### config.mk
export PLATFORM = sky130hd
export DESIGN_NAME = lm70_spi_responder
export DESIGN_NICKNAME = d
export VERILOG_FILES = /design/src/rtl/lm70_pkg.sv /design/src/rtl/lm70_spi_responder_sync_edge_det.sv /design/src/rtl/lm70_spi_responder.sv
export SDC_FILE = /design/constraint.sdc
export NUM_CORES = 1
export LEC_CHECK = 0
export CAP_MARGIN = 40
export CELL_PAD_IN_SITES_DETAIL_PLACEMENT = 1
export CELL_PAD_IN_SITES_GLOBAL_PLACEMENT = 2
export CORE_ASPECT_RATIO = 1.75
export CORE_MARGIN = 2
export CORE_UTILIZATION = 31
export CTS_CLUSTER_SIZE = 25
export DETAILED_ROUTE_END_ITERATION = 10
export HOLD_SLACK_MARGIN = 0.03
export PLACE_DENSITY_LB_ADDON = 0.3
export SYNTH_ARGS = -nofsm -noshare
export SYNTH_HDL_FRONTEND = slang
export SYNTH_SLANG_ARGS = --single-unit
### constraint.sdc
create_clock -name clk -period 1.72 [get_ports clk]
set_input_delay 0.172 -clock clk [delete_from_list [all_inputs] [get_ports clk]]
set_output_delay 0.172 -clock clk [all_outputs]
set_load 0.03 [all_outputs]
### src/rtl/lm70_pkg.sv
// lm70_pkg: shared constants, state encoding and helpers for the LM70 SPI responder.
// Latency: n/a (declarations only).
// Backpressure: n/a.
package lm70_pkg;

  typedef enum logic [1:0] {
    ST_IDLE  = 2'd0,
    ST_READ  = 2'd1,
    ST_WRITE = 2'd2,
    ST_DONE  = 2'd3
  } state_e;

  localparam int          TEMP_W     = 11;
  localparam logic [4:0]  TAIL       = 5'b11100;
  localparam logic [5:0]  READ_BITS  = 6'd16;
  localparam logic [5:0]  FRAME_BITS = 6'd32;

  localparam logic [15:0] ID_CODE_DEF  = 16'h8100;
  localparam logic [7:0]  CMD_SHDN_DEF = 8'hFF;
  localparam logic [7:0]  CMD_WAKE_DEF = 8'h00;

  // Word served on a read: temperature plus fixed tail, or the ID in shutdown.
  function automatic logic [15:0] frame_word(input logic            shdn,
                                             input logic [TEMP_W-1:0] temp,
                                             input logic [15:0]     id);
    return shdn ? id : {temp, TAIL};
  endfunction

  // Bit counter never wraps: it holds at FRAME_BITS.
  function automatic logic [5:0] cnt_inc(input logic [5:0] c);
    return (c >= FRAME_BITS) ? FRAME_BITS : c + 6'd1;
  endfunction

endpackage

### src/rtl/lm70_spi_responder_sync_edge_det.sv
// sync_edge_det: N-stage synchroniser for one async pin with registered-copy rise/fall pulses.
// Latency: level valid N clks after the pin; rise/fall pulse visible N clks after the pin.
// Backpressure: none; free-running sampler.
// Ports: clk/rst (sync active-high), d_i async pin, q_o synchronised level,
//        rise_o/fall_o one-clk edge pulses.
module sync_edge_det #(
  parameter int   N       = 2,
  parameter logic RST_VAL = 1'b0
) (
  input  logic clk,
  input  logic rst,
  input  logic d_i,
  output logic q_o,
  output logic rise_o,
  output logic fall_o
);

  logic [N-1:0] sync_q;
  logic         prev_q;

  always_ff @(posedge clk) begin
    if (rst) begin
      sync_q <= {N{RST_VAL}};
      prev_q <= RST_VAL;
    end else begin
      sync_q <= {sync_q[N-2:0], d_i};
      prev_q <= sync_q[N-1];
    end
  end

  assign q_o    = sync_q[N-1];
  assign rise_o = sync_q[N-1] & ~prev_q;
  assign fall_o = ~sync_q[N-1] & prev_q;

endmodule

### src/rtl/lm70_spi_responder.sv
// lm70_spi_responder: LM70 sensor side of the 3-wire SPI link (16-bit read, 16-bit command write).
// Latency: pin edge to state/output change is SYNC_STAGES+1 clks.
// Backpressure: none; follows the master's CS/SCK, frame_done/cmd_valid are one-clk pulses.
// Ports: clk/rst (sync active-high); temp_in temperature; cs_n/sck/sio_in from master;
//        sio_out/sio_oe pad drive; shutdown mode; frame_done/cmd_valid status pulses.
module lm70_spi_responder
  import lm70_pkg::*;
#(
  parameter int          SYNC_STAGES = 2,
  parameter logic [15:0] ID_CODE     = ID_CODE_DEF,
  parameter logic [7:0]  CMD_SHDN    = CMD_SHDN_DEF,
  parameter logic [7:0]  CMD_WAKE    = CMD_WAKE_DEF
) (
  input  logic              clk,
  input  logic              rst,
  input  logic [TEMP_W-1:0] temp_in,
  input  logic              cs_n,
  input  logic              sck,
  input  logic              sio_in,
  output logic              sio_out,
  output logic              sio_oe,
  output logic              shutdown,
  output logic              frame_done,
  output logic              cmd_valid
);

  logic cs_lvl, cs_rise, cs_fall;
  logic sck_lvl, sck_rise, sck_fall;
  logic sio_lvl, sio_rise_unused, sio_fall_unused;

  sync_edge_det #(.N(SYNC_STAGES), .RST_VAL(1'b1)) u_cs (
    .clk(clk), .rst(rst), .d_i(cs_n),
    .q_o(cs_lvl), .rise_o(cs_rise), .fall_o(cs_fall));

  sync_edge_det #(.N(SYNC_STAGES), .RST_VAL(1'b0)) u_sck (
    .clk(clk), .rst(rst), .d_i(sck),
    .q_o(sck_lvl), .rise_o(sck_rise), .fall_o(sck_fall));

  sync_edge_det #(.N(SYNC_STAGES), .RST_VAL(1'b0)) u_sio (
    .clk(clk), .rst(rst), .d_i(sio_in),
    .q_o(sio_lvl), .rise_o(sio_rise_unused), .fall_o(sio_fall_unused));

  state_e      state_q, state_d;
  logic [5:0]  bit_cnt_q, bit_cnt_d, cnt_nxt;
  logic [15:0] shift_q, shift_d;
  logic [15:0] cmd_sr_q, cmd_sr_d;
  logic        oe_q, oe_d;
  logic        shdn_q, shdn_d;
  logic        skip_q, skip_d;
  logic        fd_q, fd_d;
  logic        cv_q, cv_d;
  logic        cs_lvl_unused;
  logic [7:0]  cmd_hi_unused;

  assign cnt_nxt       = cnt_inc(bit_cnt_q);
  assign cs_lvl_unused = cs_lvl;
  assign cmd_hi_unused = cmd_sr_q[15:8];

  always_ff @(posedge clk) begin
    if (rst) begin
      state_q   <= ST_IDLE;
      bit_cnt_q <= '0;
      shift_q   <= '0;
      cmd_sr_q  <= '0;
      oe_q      <= 1'b0;
      shdn_q    <= 1'b0;
      skip_q    <= 1'b0;
      fd_q      <= 1'b0;
      cv_q      <= 1'b0;
    end else begin
      state_q   <= state_d;
      bit_cnt_q <= bit_cnt_d;
      shift_q   <= shift_d;
      cmd_sr_q  <= cmd_sr_d;
      oe_q      <= oe_d;
      shdn_q    <= shdn_d;
      skip_q    <= skip_d;
      fd_q      <= fd_d;
      cv_q      <= cv_d;
    end
  end

  always_comb begin
    state_d   = state_q;
    bit_cnt_d = bit_cnt_q;
    shift_d   = shift_q;
    cmd_sr_d  = cmd_sr_q;
    oe_d      = oe_q;
    shdn_d    = shdn_q;
    skip_d    = skip_q;
    fd_d      = 1'b0;
    cv_d      = 1'b0;

    // CS rise wins over any SCK edge on the same clk.
    if (cs_rise) begin
      state_d = ST_IDLE;
      oe_d    = 1'b0;
      if ((state_q == ST_WRITE || state_q == ST_DONE) && bit_cnt_q >= READ_BITS)
        fd_d = 1'b1;
      if (state_q == ST_DONE) begin
        cv_d = 1'b1;
        if (cmd_sr_q[7:0] == CMD_SHDN)      shdn_d = 1'b1;
        else if (cmd_sr_q[7:0] == CMD_WAKE) shdn_d = 1'b0;
      end
    end else begin
      case (state_q)
        ST_IDLE: begin
          oe_d = 1'b0;
          if (cs_fall) begin
            shift_d   = frame_word(shdn_q, temp_in, ID_CODE);
            oe_d      = 1'b1;
            bit_cnt_d = '0;
            // SCK already high at select: let its falling edge pass unused.
            skip_d    = sck_lvl;
            state_d   = ST_READ;
          end
        end
        ST_READ: begin
          if (sck_fall) begin
            if (skip_q) begin
              skip_d = 1'b0;
            end else begin
              bit_cnt_d = cnt_nxt;
              shift_d   = {shift_q[14:0], 1'b0};
              if (cnt_nxt == READ_BITS) begin
                oe_d    = 1'b0;
                state_d = ST_WRITE;
              end
            end
          end
        end
        ST_WRITE: begin
          if (sck_rise) begin
            cmd_sr_d  = {cmd_sr_q[14:0], sio_lvl};
            bit_cnt_d = cnt_nxt;
            if (cnt_nxt == FRAME_BITS) state_d = ST_DONE;
          end
        end
        ST_DONE: ;
        default: state_d = ST_IDLE;
      endcase
    end
  end

  // sio_out is the MSB of the shift word; it is zero out of reset.
  assign sio_out    = shift_q[15];
  assign sio_oe     = oe_q;
  assign shutdown   = shdn_q;
  assign frame_done = fd_q;
  assign cmd_valid  = cv_q;

endmodule

==> impl_metrics.toml <==
[cells_and_area]
final_layout_size_suffix_gt1_share_pct = 38.7
area_growth_pct = 56.8
num-fill-cells = 686
multiInputGateArea_sq_mm = 0.00125
seq_area_sq_um = 875
finalNetCount = 322
diodes = 0
design_area_sq_mm = 0.00306
instances_no_fill = 380

[sta]
setup_slack_ns = -0.126
hold_viol_final = 0
worstMarginPinSlew_ns = 0.439
min_period_over_period_pct = 107
fin_hold_ws_ns = 0.425
grt_setup_unrepaired = "yes"
final-setup-viol-count = 7
relSlewSlack_pct = 70.7
finalClockSkew_ns = 0.00806
max_freq_mhz = 542
maxSlewViolCount = 0
fin_crit_ns = 1.85

[routing]
drc_errors = 0
drt-pass1-iter-count = 4
routed_via_density = 5.04
routed_wl_mm = 6.19
ant_nets = 0
vias = 1917
drt_iter0_drc = 32
wl_per_cell_microns = 16.3

[floorplanning]
die_h_microns = 109
start_util_pct = 31.8
design.core.area_sq_mm = 0.00613
rows = 38
ios = 21
fp.dieW_microns = 64.0
die_area_sq_mm = 0.00697

[synth]
ys_seq_elements = 43
synthesis.nets = 244
synth_cells = 221
synthTopCellsByCount = "dfxtp_1, nand2_1, nor2_1"
ys_dominant_reg_cell = "dfxtp_1"
yosysSeqAreaShare_pct = 44.1
async_flop_share_pct = 0
synth_cell_types = 44
yosysMostFrequentCell = "dfxtp_1"
yosysWarningCount = 0
ys_top_cells_by_area = "dfxtp_1, mux2i_1, ha_1"
synth_top_area_cell = "dfxtp_1"
yosysTopAreaCellShare_pct = 44.1
syn_area_per_cell_sq_um = 8.83
synth_area_sq_mm = 0.00195
synth_edf_count = 0

[setup_path]
crit_family = "simple AND/OR/NAND/NOR gates"
start_kind = "flip-flop"
cp_cell_sequence = "inv_4, ha_4, nor4b_4, o2111ai_4, or4b_1, a21oi_1"
required_ns = 1.96
critPathMaxStageDelay_ns = 0.49
reg2reg_slack_ns = -0.13
crit_type = "reg -> reg"
cp.depth = 6
cp.arrival_ns = 2.08
r2r-start = "state_q[0]$_SDFFE_PP0P_"
cp_slowest_cell = "or4b_1"
worstSetupEndpoint = "bit_cnt_q[4]$_SDFFE_PP0P_"
rr_endpoint = "bit_cnt_q[4]$_SDFFE_PP0P_"
path_buf_inv = 1
setup.worst_path.start = "state_q[0]$_SDFFE_PP0P_"
cp_max_fo = 4
crit_path_end_kind = "flip-flop"
r2r_cells = 6

[placed_design]
place_inst = 351
hpwl_mm = 4.13
port_buffers = 20
gp_congestion = 0.788
place_ws_ns = -0.219
postPlaceCellArea_sq_mm = 0.00257

[clock_tree]
clockBufferDepth = 2
hold_buffers = 0
cts_tree = "yes"
clkLatencyLatePin_ns = 0.30
cts_root_buf = "clkbuf_8"
numCtsBuffers = 5
path_clk_slew_ns = 0.09
htree_num_levels = 2
clock_sinks = 43

[global_route]
grt_pass1_vias = 2005
grt_start_max_net_pins = 22
grt.total_usage_pct = 18.0
grt_pass1_wl_mm = 9.49
antenna_found_initial = 0
overflow = 0

[power_and_ir_drop]
p_per_area_mw_per_mm2 = 949
leakage_uw = 0.00115
ir_drop_mv = 0.588
p_total_uw = 2900

[job]
maxCapViolCount = 0

[run_status]
violations = "setup timing"
outcome = "complete, but fails checks"

[worst_hold_path]
hp-class = "in -> reg"
[metrics by stage]
stage | setup TNS (ns) | util [%]
6_report | -0.508 | 49.9
5_1_grt | -1.76 | 49.9
2_1_floorplan | 0 | -
3_3_place_gp | -1.58 | 41.8
4_1_cts | -0.513 | 45.5
3_5_place_dp | -2.42 | 41.8
[kinds of logic (layout without fill, tap and decap cells)]
group                      after synthesis  after routing  synth area share, %
and+or+nand+nor                         99             99                 27.1
AOI/OAI and AO/OA                       46             46                 15.9
DFF                                     43             43                 44.1
buffers and inverters                   16             95                 3.27
muxes                                    9              9                 4.62
adders and majority gates                7              7                 4.49
xor gates and xnor gates                 1              1                0.449
[metal layers]
metal / vias to the layer above / wire (microns) / global-route usage [%]
li1: 937 / - / -
met1: 928 / 2110 / 17.4
met2: 34 / 3680 / 35.0
met3: 18 / 122 / 2.58
met4: 0 / 274 / 11.0
met5: - / 0 / 0
[flip-flops by register name (all words and copies together) (netlist names)]
name	count
state_q	2
skip_q	1
cmd_valid	1
shift_q	14
u_cs.prev_q	1
frame_done	1
u_sck.prev_q	1
u_cs.sync_q	2
sio_oe	1
bit_cnt_q	6
u_sck.sync_q	2
cmd_sr_q	8
shutdown	1
u_sio.sync_q	2
[how the worst min path moves through the flow]
stage / startpoint / to / slack, ns / cells past startpoint
floorplan: cs_n / u_cs.sync_q[0]$_SDFF_PP1_ / 0.28 / 1
global placement: u_cs.sync_q[0]$_SDFF_PP1_ / u_cs.sync_q[1]$_SDFF_PP1_ / 0.40 / 1
detailed placement: u_cs.sync_q[0]$_SDFF_PP1_ / u_cs.sync_q[1]$_SDFF_PP1_ / 0.42 / 1
CTS: temp_in[0] / shift_q[5]$_SDFFE_PP0P_ / 0.42 / 3
global route: sio_in / u_sio.sync_q[0]$_SDFF_PP0_ / 0.42 / 2
finish: sck / u_sck.sync_q[0]$_SDFF_PP0_ / 0.43 / 2
[repair_timing]
| item | in CTS | in global routing |
|---|---|---|
| pin swaps | 12 | 19 |
| setup endpoints to repair | 22 | 23 |
| gates resized for setup | 17 | 46 |
| buffers inserted | 6 | 16 |
[cell usage in the layout (no fill, tap or decap), types with 4 or more instances in the layout]
cell type,count
mux2i_1,9
dfxtp_1,38
buf_4,46
nor2b_1,5
inv_1,4
nor2_2,4
a31oi_1,8
clkdlybuf4s50_1,20
o21ai_0,4
a21oi_1,9
clkbuf_8,7
nand2_1,18
nand3_1,8
buf_6,14
nand2b_1,5
nor3_1,8
ha_4,4
nor2_1,16
[where the power goes]
group	total, uW	leakage [uW]	internal, uW	switching [uW]
combinational	1080	0.000745	563	514
clock	724	0.0000515	367	357
sequential	1100	0.000352	1050	47.5
total	2900	0.00115	1980	919
[cell type report]
| class | instances | area share (%) |
|---|---|---|
| sequential | 43 | 28.6 |
| timing repair buffer | 80 | 23.0 |
| tap | 80 | 3.27 |
| clock buffer | 8 | 3.27 |
| multi-input combinational | 162 | 40.9 |
| inverter | 7 | 1.02 |
No activity file was read; power rests on OpenSTA's default activity.
